## src/rtl/bcd_counter_n.sv

```systemverilog
`default_nettype none
// ============================================================================
// Module   : bcd_counter_n
// Brief    : N-digit BCD up/down counter with validated load and wrap pulses.
//            Define BCD_COUNTER_SATURATE_EN to saturate instead of wrapping.
// Revision : 1.0
// ============================================================================
module bcd_counter_n #(
    parameter int DIGITS = 4
) (
    input  logic                clk,
    input  logic                reset,
    input  logic                count_en,
    input  logic                up,
    input  logic                load,
    input  logic [4*DIGITS-1:0] load_value,
    output logic [4*DIGITS-1:0] digits,
    output logic                carry,
    output logic                borrow,
    output logic                load_error
);

`ifdef BCD_COUNTER_SATURATE_EN
    localparam logic C_SATURATE = 1'b1;
`else
    localparam logic C_SATURATE = 1'b0;
`endif
    localparam logic [3:0] C_NINE = 4'd9;
    localparam logic [3:0] C_ZERO = 4'd0;

    logic [4*DIGITS-1:0] r_digits;
    logic                r_carry;
    logic                r_borrow;
    logic                r_load_error;

    logic [4*DIGITS-1:0] w_inc;
    logic [4*DIGITS-1:0] w_dec;
    logic [DIGITS:0]     w_inc_chain;
    logic [DIGITS:0]     w_dec_chain;
    logic [DIGITS-1:0]   w_nibble_ok;
    logic                w_load_ok;
    logic                w_all_nine;
    logic                w_all_zero;

    assign w_inc_chain[0] = 1'b1;
    assign w_dec_chain[0] = 1'b1;

    // Chain bit k is set when every digit below k is at its rollover value.
    for (genvar k = 0; k < DIGITS; k++) begin : g_digit
        logic [3:0] w_cur;
        assign w_cur             = r_digits[4*k +: 4];
        assign w_inc_chain[k+1]  = w_inc_chain[k] & (w_cur == C_NINE);
        assign w_dec_chain[k+1]  = w_dec_chain[k] & (w_cur == C_ZERO);
        assign w_inc[4*k +: 4]   = !w_inc_chain[k]  ? w_cur :
                                   (w_cur == C_NINE) ? C_ZERO : w_cur + 4'd1;
        assign w_dec[4*k +: 4]   = !w_dec_chain[k]  ? w_cur :
                                   (w_cur == C_ZERO) ? C_NINE : w_cur - 4'd1;
        assign w_nibble_ok[k]    = (load_value[4*k +: 4] <= C_NINE);
    end

    assign w_load_ok  = &w_nibble_ok;
    assign w_all_nine = w_inc_chain[DIGITS];
    assign w_all_zero = w_dec_chain[DIGITS];

    always_ff @(posedge clk) begin
        if (reset) begin
            r_digits     <= '0;
            r_carry      <= 1'b0;
            r_borrow     <= 1'b0;
            r_load_error <= 1'b0;
        end else begin
            r_carry      <= 1'b0;
            r_borrow     <= 1'b0;
            r_load_error <= 1'b0;
            if (load) begin
                if (w_load_ok) begin
                    r_digits <= load_value;
                end else begin
                    r_load_error <= 1'b1;
                end
            end else if (count_en) begin
                if (up) begin
                    if (!(w_all_nine && C_SATURATE)) begin
                        r_digits <= w_inc;
                    end
                    r_carry <= w_all_nine & ~C_SATURATE;
                end else begin
                    if (!(w_all_zero && C_SATURATE)) begin
                        r_digits <= w_dec;
                    end
                    r_borrow <= w_all_zero & ~C_SATURATE;
                end
            end
        end
    end

    assign digits     = r_digits;
    assign carry      = r_carry;
    assign borrow     = r_borrow;
    assign load_error = r_load_error;

endmodule
`default_nettype wire
```

## config.mk

```make
export PLATFORM = sky130hd
export DESIGN_NAME = bcd_counter_n
export DESIGN_NICKNAME = d
export VERILOG_FILES = /design/src/rtl/bcd_counter_n.sv
export SDC_FILE = /design/constraint.sdc
export NUM_CORES = 1
export LEC_CHECK = 0
export ABC_AREA = 1
export BUFFER_PORTS_ARGS = -buffer_cell sky130_fd_sc_hd__buf_2
export CAP_MARGIN = 5
export CELL_PAD_IN_SITES_DETAIL_PLACEMENT = 0
export CELL_PAD_IN_SITES_GLOBAL_PLACEMENT = 1
export CORE_MARGIN = 5
export CORE_UTILIZATION = 36
export CTS_CLUSTER_DIAMETER = 50
export DETAILED_ROUTE_END_ITERATION = 7
export PLACE_DENSITY = 0.81
export SLEW_MARGIN = 20
export SYNTH_ARGS = -nofsm -noshare
export SYNTH_HDL_FRONTEND = slang
export SYNTH_SLANG_ARGS = --single-unit
```

## constraint.sdc

```tcl
create_clock -name clk -period 1.4 [get_ports clk]
set_clock_uncertainty 0.05 [all_clocks]
set_input_delay 0.28 -clock clk [delete_from_list [all_inputs] [get_ports clk]]
set_output_delay 0.28 -clock clk [all_outputs]
set_load 0.01 [all_outputs]
```

==> metrics.md <==
| Metric | Value |
|---|---|
| Run status | completed |
| Width of the chip | 76.3 um |
| Warning count from the yosys run | 0 |
| Cell count after placement | 400 |
| Net count after synthesis | around 290 |
| Worst R2R Start | digits[5] |
| Cell type with the largest total area after synthesis | sky130_fd_sc_hd__dfxtp_1 |
| Vias per cell | between 4 and 5 |
| # H-tree levels | 1 |
| Maximum fanout count along the critical path | 8 |
| Power per cell area | 818 nW/um^2 |
| Hold-critical path endpoint | digits[2] |
| Die Footprint | roughly 5800 um^2 |
| Final number of max-transition violations | 0 |
| Final-report setup violation count | 0 |
| RR Endpoint | digits[8] |
| Standard-cell row count | 24 |
| Worst slack at placement | -0.144 ns |
| Wirelength, routed | 4560 um |
| Clk pin slew, worst setup/hold paths | 0.08 ns |
| Die H | 76.3 um |
| Number of instances in the synthesized netlist | 266 |
| Data required, critical path | 1.51 ns |
| Category of the worst setup path capture point | register |
| Power Total | about 0.0019 W |
| Fill cell count | 465 |
| Largest net degree at the start of global routing | 12 |
| Min-Delay Startpoint | reset |
| Clock root buffer | sky130_fd_sc_hd__clkbuf_8 |
| Setup CP Type | register to register |
| Initial cell density of the core | 36.8% |
| Post-route minimum period | around 1.3 ns |
| Most area-consuming cells after synthesis | sky130_fd_sc_hd__dfxtp_1 (24%), sky130_fd_sc_hd__nand2_1 (16%), sky130_fd_sc_hd__nor2_1 (15%) |
| Detailed-router iteration count before antenna repair | 4 |
| GRT Overall Usage | 15.7% |
| DRC violations left | 0 |
| Sort of element at the start of the critical path | register |
| Proportion of netlist area held by the largest area contributor | about a quarter |
| Count of unique library cells instantiated by Yosys | 27 |
| Slew of the pin with the lowest slew margin | 0.379 ns |
| Via count | 1881 |
| Depth of the worst register-to-register path | 9 |
| Part of the cycle the worst path needs | 95.8% |
| Mapped cell area | around 1600 um^2 |
| Count of port buffers added during placement | 39 |
| Peak supply drop | roughly 0.00043 V |
| Share of synthesized area occupied by flip-flops and latches | 24.1% |
| Max Freq | between 700 and 800 MHz |
| Dpl hpwl | 3670 um |
| Max Buffers Root-to-Sink | 2 |
| Remaining global-route overflow | 0 |
| Remaining antenna violation count | 0 |
| Number of antenna diodes | 0 |
| Placement Cell Area | 2160 um^2 |
| Register-to-Register Setup Slack | 0.06 ns |
| RSZ-0062 raised after global routing | true |
| Clock network latency to the later pin of the worst-skew pair | 0.26 ns |
| Number of top-level pins | 40 |
| Floorplan Core Area | roughly 4300 um^2 |
| Crit path arrival time | 1.45 ns |
| Average cell area after synthesis | around 6 um^2 |
| Worst max-slew margin expressed relative to the limit | 74.7% |
| CTS sink cnt | 19 |
| Type of the tightest min-delay check | input port to register |
| Number of buffers added by the clock tree synthesis step | 3 |
| Async S/R FF share, synth | 0% |
| Vias in the first global route | 1771 |
| Final Wtd Congestion | 0.851 |
| Iteration-0 DRC count of the detailed router | 67 |
| Filler-free cell count of the finished design | 407 |
| Post-synth EDFFs | 0 |
| P&R area growth vs syn | 44.4% |
| WL per Instance | about 11 um |
| Worst hold slack after final layout | 0.140 ns |
| Most used flip-flop cell after synthesis | sky130_fd_sc_hd__dfxtp_1 |
| Antenna violations before repair | 0 |
| Total leakage power | 1.16 nW |
| TritonCTS clock tree | built |
| Setup slack after layout | 0.0587 ns |
| Flop and latch count out of synthesis | 19 |
| Layout cells sized above 1 | about two fifths |
| Area of all placed cells without fillers | ~2300 um^2 |
| First-pass GRT wire length | between 7000 and 8000 um |
| Instance count along the most critical hold path | 2 |
| Max Cap Viol | 0 |
| Hold buffers post-CTS | 0 |
| Layout net count | between 300 and 400 |
| Final Hold Vio Count | 0 |
-- sequential cells by signal, summed over array words and instances (netlist names) --
name        cells
carry           1
digits         16
borrow          1
load_error      1
-- synthesized netlist by cell type (3+ instances only) --
cell type and n:
sky130_fd_sc_hd__nand2_4 3, sky130_fd_sc_hd__inv_1 20, sky130_fd_sc_hd__nand2_2 9, sky130_fd_sc_hd__o211ai_1 5, sky130_fd_sc_hd__a21oi_1 13, sky130_fd_sc_hd__buf_6 3
sky130_fd_sc_hd__nand3_1 11, sky130_fd_sc_hd__nor2_4 6, sky130_fd_sc_hd__nor2_2 4, sky130_fd_sc_hd__nand2_1 68, sky130_fd_sc_hd__inv_2 4, sky130_fd_sc_hd__nor3_1 5
sky130_fd_sc_hd__o21ai_0 18, sky130_fd_sc_hd__dfxtp_1 19, sky130_fd_sc_hd__nor2_1 63
-- stage by stage --
stage | utilization [%] | TNS (ns)
3_5_place_dp | 50.3 | -1.42
5_1_grt | 53.2 | -0.202
6_report | 53.2 | 0
3_3_place_gp | 50.3 | -0.980
2_1_floorplan | - | 0
4_1_cts | 51.6 | 0
-- cell type report --
type                    instances  area (um^2)  share of cell area (%)
clock buffers                   4         45.0                    1.97
inverters                      25         96.3                    4.22
multi-input cells             217         1100                    48.1
flip-flops and latches         19          402                    17.6
well taps                      52         65.1                    2.85
repair buffers                 90          578                    25.3
-- worst max-delay path, stage by stage (launching register included) --
cell and delay (ns):
sky130_fd_sc_hd__dfxtp_4 0.37, sky130_fd_sc_hd__nor2_4 0.12, sky130_fd_sc_hd__nand2_2 0.08, sky130_fd_sc_hd__nor2_4 0.12
sky130_fd_sc_hd__buf_4 0.12, sky130_fd_sc_hd__o21ai_2 0.06, sky130_fd_sc_hd__nor2_4 0.17, sky130_fd_sc_hd__nand2_1 0.07
sky130_fd_sc_hd__nand2_1 0.06, sky130_fd_sc_hd__nor2_1 0.03
-- report_power, final --
part           switching [W]  total, W  leakage, nW  internal (W)
clock network       0.000196  0.000399       0.0228      0.000203
registers          0.0000609  0.000656        0.161      0.000595
logic               0.000438  0.000815        0.979      0.000377
-- kinds of logic (layout without fill, tap and decap cells) --
logic type,Yosys count,in the layout,synth area share (%)
simple gates,174,174,51.7
compound gates,40,40,13.8
buf+inv,30,119,8.78
flops,19,19,24.1
xor+xnor,3,3,1.66
-- worst max-delay path by stage --
stage                         from          to  slack (ns)  cells past startpoint
finish                   digits[5]   digits[8]        0.06                      9
global route             digits[5]   digits[9]       -0.04                      9
CTS                      digits[3]  digits[13]       0.002                     10
detailed placement  load_value[13]  digits[11]       -0.14                     11
global placement    load_value[13]  digits[10]       -0.11                     11
floorplan                digits[9]  digits[14]        0.02                     11
-- per-layer routing --
layer  track usage (%)  part of all wire, %
met1              20.6                   48
met3              2.84                  5.0
met2              26.0                   47
met4              4.55                 0.81
met5                 0                    0
-- timing repair --
action | in CTS | in global routing
buffers inserted | 1 | 2
setup endpoints to repair | 8 | 9
pin swaps | 3 | 8
cloned | 0 | 0
gates resized for setup | 4 | 22
-- layout by cell type (no fill, tap or decap), types with 3 or more instances in the layout --
cell type,count
sky130_fd_sc_hd__inv_2,6
sky130_fd_sc_hd__nand2_2,14
sky130_fd_sc_hd__dfxtp_4,3
sky130_fd_sc_hd__nor3_1,4
sky130_fd_sc_hd__inv_1,18
sky130_fd_sc_hd__buf_2,39
sky130_fd_sc_hd__a21oi_1,13
sky130_fd_sc_hd__nor2_1,62
sky130_fd_sc_hd__clkbuf_8,3
sky130_fd_sc_hd__nand2_4,3
sky130_fd_sc_hd__o211ai_1,5
sky130_fd_sc_hd__dfxtp_2,8
sky130_fd_sc_hd__nand2_1,63
sky130_fd_sc_hd__dfxtp_1,8
sky130_fd_sc_hd__nor2_4,9
sky130_fd_sc_hd__o21ai_0,18
sky130_fd_sc_hd__nand3_1,11
sky130_fd_sc_hd__buf_4,51
(Power assumes the default switching activity.)
